$ cat src/rtl/pacman_pkg.sv
// pacman_pkg: shared command/direction encodings, scan states and maze defaults.
package pacman_pkg;
  localparam int GRID_W_DEF = 21;
  localparam int GRID_H_DEF = 21;
  typedef enum logic [1:0] {MODE_ABS = 2'b00, MODE_STEP = 2'b01, MODE_RESP = 2'b10, MODE_NOP = 2'b11} wr_mode_e;
  typedef enum logic [1:0] {DIR_UP = 2'b00, DIR_DOWN = 2'b01, DIR_LEFT = 2'b10, DIR_RIGHT = 2'b11} dir_e;
  typedef enum logic [1:0] {SCAN_IDLE, SCAN_EMIT, SCAN_DONE} scan_state_e;
endpackage

$ cat src/rtl/entity_position_file_coord_step.sv
// coord_step: one-tile increment/decrement of a coordinate with tunnel wrap at 0 and LIMIT-1.
module coord_step #(
  parameter int W = 5,
  parameter int LIMIT = 21
) (
  input  logic [W-1:0] c,
  input  logic         inc,
  input  logic         dec,
  output logic [W-1:0] nxt
);
  localparam logic [W-1:0] MAX = W'(LIMIT - 1);
  always_comb nxt = inc ? (c == MAX ? '0 : c + 1'b1) : dec ? (c == '0 ? MAX : c - 1'b1) : c;
endmodule

$ cat src/rtl/entity_position_file.sv
// entity_position_file: per-entity maze positions with write/step/respawn, read port,
// renderer scan stream and registered Pacman-ghost collision detection.
module entity_position_file import pacman_pkg::*; #(
  parameter int NUM_ENTITIES = 5,
  localparam int ID_W = $clog2(NUM_ENTITIES),
  parameter int X_WIDTH = 5,
  parameter int Y_WIDTH = 5,
  parameter int GRID_W = GRID_W_DEF,
  parameter int GRID_H = GRID_H_DEF,
  parameter logic [NUM_ENTITIES*X_WIDTH-1:0] HOME_X = {5'd18, 5'd2, 5'd18, 5'd2, 5'd10},
  parameter logic [NUM_ENTITIES*Y_WIDTH-1:0] HOME_Y = {5'd18, 5'd18, 5'd2, 5'd2, 5'd15}
) (
  input  logic               clock_50,
  input  logic               reset_n,
  input  logic               wr_en,
  input  logic [ID_W-1:0]    wr_id,
  input  logic [1:0]         wr_mode,
  input  logic [1:0]         wr_dir,
  input  logic [X_WIDTH-1:0] wr_x,
  input  logic [Y_WIDTH-1:0] wr_y,
  output logic               wr_err,
  input  logic [ID_W-1:0]    rd_id,
  output logic [X_WIDTH-1:0] rd_x,
  output logic [Y_WIDTH-1:0] rd_y,
  input  logic               scan_start,
  output logic               scan_busy,
  output logic               scan_valid,
  input  logic               scan_ready,
  output logic [ID_W-1:0]    scan_id,
  output logic [X_WIDTH-1:0] scan_x,
  output logic [Y_WIDTH-1:0] scan_y,
  output logic               scan_done,
  output logic               collision,
  output logic [ID_W-1:0]    collision_id
);
  localparam logic [ID_W:0]    N    = (ID_W + 1)'(NUM_ENTITIES);
  localparam logic [ID_W-1:0]  LAST = ID_W'(NUM_ENTITIES - 1);
  localparam logic [X_WIDTH:0] GW   = (X_WIDTH + 1)'(GRID_W);
  localparam logic [Y_WIDTH:0] GH   = (Y_WIDTH + 1)'(GRID_H);
  logic [X_WIDTH-1:0] x_q [NUM_ENTITIES];
  logic [X_WIDTH-1:0] x_d [NUM_ENTITIES];
  logic [Y_WIDTH-1:0] y_q [NUM_ENTITIES];
  logic [Y_WIDTH-1:0] y_d [NUM_ENTITIES];
  logic [X_WIDTH-1:0] rd_x_q, rd_x_d, step_x, sx_q, sx_d;
  logic [Y_WIDTH-1:0] rd_y_q, rd_y_d, step_y, sy_q, sy_d;
  logic [ID_W-1:0]    wsel, sid_q, sid_d, nid, coll_id_q, coll_id_d;
  logic               wr_err_q, wr_err_d, coll_q, coll_d, id_ok, rd_ok, in_grid;
  wr_mode_e           mode;
  dir_e               dir;
  scan_state_e        st_q, st_d;
  assign mode    = wr_mode_e'(wr_mode);
  assign dir     = dir_e'(wr_dir);
  assign id_ok   = {1'b0, wr_id} < N;
  assign rd_ok   = {1'b0, rd_id} < N;
  assign wsel    = id_ok ? wr_id : '0;
  assign in_grid = {1'b0, wr_x} < GW && {1'b0, wr_y} < GH;
  assign nid     = sid_q + 1'b1;
  coord_step #(.W(X_WIDTH), .LIMIT(GRID_W)) u_step_x (
    .c(x_q[wsel]), .inc(dir == DIR_RIGHT), .dec(dir == DIR_LEFT), .nxt(step_x)
  );
  coord_step #(.W(Y_WIDTH), .LIMIT(GRID_H)) u_step_y (
    .c(y_q[wsel]), .inc(dir == DIR_DOWN), .dec(dir == DIR_UP), .nxt(step_y)
  );
  always_comb begin
    x_d = x_q;
    y_d = y_q;
    wr_err_d = wr_en && mode != MODE_NOP && (!id_ok || (mode == MODE_ABS && !in_grid));
    if (wr_en && id_ok && !wr_err_d && mode != MODE_NOP) begin
      x_d[wsel] = mode == MODE_ABS ? wr_x : mode == MODE_STEP ? step_x : HOME_X[wsel*X_WIDTH +: X_WIDTH];
      y_d[wsel] = mode == MODE_ABS ? wr_y : mode == MODE_STEP ? step_y : HOME_Y[wsel*Y_WIDTH +: Y_WIDTH];
    end
    rd_x_d = rd_ok ? x_q[rd_id] : '0;
    rd_y_d = rd_ok ? y_q[rd_id] : '0;
  end
  // Highest index scanned first so the lowest colliding ghost wins.
  always_comb begin
    coll_id_d = '0;
    for (int i = NUM_ENTITIES - 1; i >= 1; i--)
      if (x_q[i] == x_q[0] && y_q[i] == y_q[0]) coll_id_d = ID_W'(i);
    coll_d = coll_id_d != '0;
  end
  always_comb begin
    st_d = st_q;
    sid_d = sid_q;
    sx_d = sx_q;
    sy_d = sy_q;
    if (st_q == SCAN_IDLE && scan_start) begin
      st_d = SCAN_EMIT;
      sid_d = '0;
      sx_d = x_q[0];
      sy_d = y_q[0];
    end else if (st_q == SCAN_EMIT && scan_ready) begin
      if (sid_q == LAST) st_d = SCAN_DONE;
      else begin
        sid_d = nid;
        sx_d = x_q[nid];
        sy_d = y_q[nid];
      end
    end else if (st_q == SCAN_DONE) st_d = SCAN_IDLE;
  end
  always_ff @(posedge clock_50) begin
    if (!reset_n) begin
      for (int i = 0; i < NUM_ENTITIES; i++) begin
        x_q[i] <= HOME_X[i*X_WIDTH +: X_WIDTH];
        y_q[i] <= HOME_Y[i*Y_WIDTH +: Y_WIDTH];
      end
      rd_x_q <= '0;
      rd_y_q <= '0;
      wr_err_q <= 1'b0;
      coll_q <= 1'b0;
      coll_id_q <= '0;
      st_q <= SCAN_IDLE;
      sid_q <= '0;
      sx_q <= '0;
      sy_q <= '0;
    end else begin
      x_q <= x_d;
      y_q <= y_d;
      rd_x_q <= rd_x_d;
      rd_y_q <= rd_y_d;
      wr_err_q <= wr_err_d;
      coll_q <= coll_d;
      coll_id_q <= coll_id_d;
      st_q <= st_d;
      sid_q <= sid_d;
      sx_q <= sx_d;
      sy_q <= sy_d;
    end
  end
  assign wr_err       = wr_err_q;
  assign rd_x         = rd_x_q;
  assign rd_y         = rd_y_q;
  assign scan_busy    = st_q == SCAN_EMIT;
  assign scan_valid   = st_q == SCAN_EMIT;
  assign scan_done    = st_q == SCAN_DONE;
  assign scan_id      = sid_q;
  assign scan_x       = sx_q;
  assign scan_y       = sy_q;
  assign collision    = coll_q;
  assign collision_id = coll_id_q;
endmodule

$ cat config.mk
export PLATFORM = sky130hd
export DESIGN_NAME = entity_position_file
export DESIGN_NICKNAME = d
export VERILOG_FILES = /design/src/rtl/pacman_pkg.sv /design/src/rtl/entity_position_file_coord_step.sv /design/src/rtl/entity_position_file.sv
export SDC_FILE = /design/constraint.sdc
export NUM_CORES = 1
export LEC_CHECK = 0
export CAP_MARGIN = 25
export CELL_PAD_IN_SITES_DETAIL_PLACEMENT = 1
export CELL_PAD_IN_SITES_GLOBAL_PLACEMENT = 1
export CORE_MARGIN = 2
export CORE_UTILIZATION = 50
export DETAILED_ROUTE_END_ITERATION = 8
export DONT_BUFFER_PORTS = 1
export PLACE_DENSITY = 0.85
export SLEW_MARGIN = 20
export SYNTH_ARGS = -nofsm -noshare
export SYNTH_HDL_FRONTEND = slang
export SYNTH_HIERARCHICAL = 1
export SYNTH_SLANG_ARGS = --single-unit
$ cat constraint.sdc
create_clock -name clock_50 -period 5.02 [get_ports clock_50]
set_input_delay 1.004 -clock clock_50 [delete_from_list [all_inputs] [get_ports clock_50]]
set_output_delay 1.004 -clock clock_50 [all_outputs]
set_load 0.1 [all_outputs]
==> summary.md <==
| Metric | Value |
|---|---|
| Final hold vios | `0` |
| Hpwl dp | `approximately 12000 um` |
| Peak supply drop | `roughly 0.00017 V` |
| Core Footprint | `about 10000 um^2` |
| Syn nets | `between 600 and 700` |
| Crit share post-route | `79.34%` |
| Register area | `1603 um^2` |
| Status | `complete, no violations` |
| Detailed-route wire length per cell | `23.95 um` |
| Synth Area in Compound Gates | `roughly 18%` |
| Worst Setup End Kind | `register` |
| Drt total wl | `16890 um` |
| TritonCTS Buffers | `9` |
| Critical path's slowest cell | `xor2_1` |
| Total GRT Usage | `between 30% and 40%` |
| DRC viols | `0` |
| Post-Synth XOR/XNOR Area | `7.457%` |
| Slew Limit Fails | `0` |
| Seq/Total Area, Yosys | `29.64%` |
| Area grow syn2layout | `3.590%` |
| Clock-pin slew on the worst setup and hold paths | `0.09 ns` |
| Ys Warns | `6` |
| Die height | `108.0 um` |
| Clock skew | `0.009491 ns` |
| Startpoint Class | `input port` |
| Largest net degree at the start of global routing | `48` |
| RSZ-0062 raised after global routing | `no` |
| Post-route ant nets | `0` |
| DR vias | `4660` |
| Vias in the first global route | `4775` |
| Synth cell types | `slightly above 60` |
| Worst Path Required | `5.29 ns` |
| Resize count post-CTS | `0` |
| Placed insts | `~690` |
| First-pass GRT wire length | `26880 um` |
| Cells along the critical path | `nor2_1 -> xor2_1 -> a22oi_1 -> o21ai_0 -> inv_1 -> ha_1 -> nor3b_2 -> o21a_1 -> mux4_2 -> a211oi_1 -> a21oi_1 -> mux2i_1 -> nand2_1` |
| Via/cell ratio | `6.610` |
| Syn Area/Cell | `approximately 9 um^2` |
| Layout cells sized above 1 | `13.18%` |
| Clock sink count | `80` |
| Clock Path Buffers | `2` |
| Post-Syn Instances | `591` |
| Starting Density | `between 50% and 60%` |
| Setup violators final | `0` |
| Area occupied by multi-input gates | `3396 um^2` |
| PD cells | `between 200 and 300 nW/um^2` |
| Synth Area in Adders | `1.853%` |
| Final Non-Filler Cells | `about 710` |
| CP peak stage delay | `between 0.6 and 0.7 ns` |
| Die width | `108.0 um` |
| Yosys reg bits | `80` |
| N_diodes | `0` |
| Total setup buffers inserted after CTS | `0` |
| Worst rel slew slack | `29.44%` |
| Pre-antenna DRT Iters | `5` |
| Critical path type | `in -> reg` |
| Min-Delay Path Class | `reg -> reg` |
| Time the worst path needs with I/O delays and setup | `about 4 ns` |
| Clock latency on the worst-skew pair | `around 0.38 ns` |
| Mux share of post-synthesis cell area | `18.18%` |
| Setup TNS | `0 ns` |
| Drt initial violations | `485` |
| Grt ovf | `0` |
| CP max FO | `18` |
| Layout fillers | `around 1200` |
| Critical Path AT | `between 4 and 5 ns` |
| Port bufs | `0` |
| Cell area after synthesis | `approximately 5400 um^2` |
| Ys flop type | `dfxtp_1` |
| # IOs | `56` |
| Synth Area in Simple Gates | `17.18%` |
| Layout Nets | `597` |
| TritonCTS clock tree | `built` |
| Max Clock Freq | `roughly 250 MHz` |
| GPL Wtd Cong | `about 0.86` |
| H-tree levels | `3` |
| Initial antenna violation count | `0` |
| Leak | `2.139 nW` |
| Hold-fix buffers, CTS | `0` |
| Number of synthesized flops with an enable pin | `0` |
| Worst Tran Pin Value | `1.057 ns` |
| Die Area | `approximately 12000 um^2` |
| Max_cap viols | `0` |
| Post-synthesis async set-or-reset flop share | `0%` |
| Largest family of logic cells by synthesized area | `multiplexers` |
| Rows | `37` |
| CTS Root Cell | `clkbuf_8` |
## routing by layer
layer	up-vias	routed length, um	track usage, %
li1	2106	-	-
met1	2282	6795	38.07
met2	227	8279	50.72
met3	45	1284	4.400
met4	0	525	14.65
met5	-	0	0
## where the power goes
part / switching [mW] / total (mW) / leakage, nW / internal [mW]
Sequential: 0.0889 / 0.739 / 0.650 / 0.650
Combinational: 0.136 / 0.234 / 1.37 / 0.0986
Clock: 0.262 / 0.594 / 0.124 / 0.332
## worst paths after layout
check,startpoint,endpoint,slack [ns],depth (start not counted)
worst max-delay path,wr_id[1],y_q[22],1.04,13
worst min-delay path,st_q[0],st_q[1],0.53,2
worst max register to register,y_q[10],y_q[22],1.72,12
worst min register to register,st_q[0],st_q[1],0.53,2
## metrics by stage
stage	instance area (um^2)	setup WS, ns	power [mW]	hold slack [ns]	utilization (%)
detailed placement	5311	0.6491	0.9815	0.5115	50.99
floorplan	5403	1.026	0.9493	0.4610	-
CTS	5553	1.036	1.570	0.5238	53.31
global route	5597	0.6494	1.627	0.5596	53.73
finish	5597	1.037	1.568	0.5280	53.73
global placement	5300	0.8629	0.9693	0.4878	50.88
## cell families (layout without fill, tap and decap cells)
logic type / Yosys count / in the layout
flip-flops: 80 / 80
adder cells (fa/ha/maj): 8 / 8
buffers and inverters: 73 / 51
multiplexers: 68 / 68
XOR/XNOR: 46 / 46
AND/OR/NAND/NOR: 170 / 170
AO/OA/AOI/OAI: 146 / 146
## Yosys cell counts (6+ instances only)
cell type	n	area [um^2]
buf_2	17	85.08
nand3_1	25	125.1
and2_1	10	62.56
o21ai_0	31	155.2
a21oi_1	18	90.09
a221oi_1	8	70.07
a22oi_1	30	225.2
nand2_1	31	116.4
xnor2_1	24	210.2
mux2_2	12	135.1
nor2b_1	15	93.84
dfxtp_1	80	1602
clkbuf_8	8	110.1
mux2i_1	34	340.3
xor2_1	22	192.7
nor4_1	7	43.79
nand4_1	6	37.54
a211oi_1	8	60.06
ha_1	8	100.1
o22ai_1	10	62.56
o21ai_1	13	65.06
nor2_1	45	168.9
clkbuf_1	11	41.29
mux4_2	19	427.9
inv_1	25	93.84
## flip-flops by register name (all words and copies together) (netlist names), 2 cells and up
name / count
y_q: 25
collision_id: 3
scan_id: 3
rd_y: 5
scan_x: 5
st_q: 2
rd_x: 5
x_q: 25
scan_y: 5
## layout by cell type, fill, tap and decap left out, types with 4 or more instances in the layout
| cell type | n |
|---|---|
| dfxtp_1 | 79 |
| nor2_1 | 44 |
| mux2i_1 | 34 |
| nand2_1 | 31 |
| o21ai_0 | 31 |
| a22oi_1 | 30 |
| nand3_1 | 25 |
| inv_1 | 25 |
| xnor2_1 | 23 |
| xor2_1 | 22 |
| mux4_2 | 19 |
| a21oi_1 | 18 |
| nor2b_1 | 14 |
| o21ai_1 | 13 |
| mux2_2 | 12 |
| o22ai_1 | 10 |
| and2_1 | 10 |
| clkbuf_8 | 9 |
| a211oi_1 | 8 |
| a221oi_1 | 8 |
| ha_1 | 8 |
| nor4_1 | 7 |
| nand4_1 | 6 |
| buf_4 | 6 |
| o21a_1 | 5 |
| nand2b_1 | 4 |
| a31oi_1 | 4 |
## final cells by class
type	count	share of cell area (%)
inverters	25	1.677
clock inverters	7	2.102
repair buffers	10	1.654
clock buffers	9	2.213
flip-flops and latches	80	28.64
multi-input cells	438	60.68
well taps	136	3.040
## worst max-delay path, delay by kind of cell
| family | cells | cell delay [ns] |
|---|---|---|
| XOR/XNOR | 1 | 0.63 |
| buffers and inverters | 1 | 0.19 |
| AO/OA/AOI/OAI | 5 | 1.03 |
| multiplexers | 2 | 0.61 |
| AND/OR/NAND/NOR | 3 | 0.47 |
| adder cells (fa/ha/maj) | 1 | 0.31 |
Note: power is estimated with default switching activity, not from simulation.
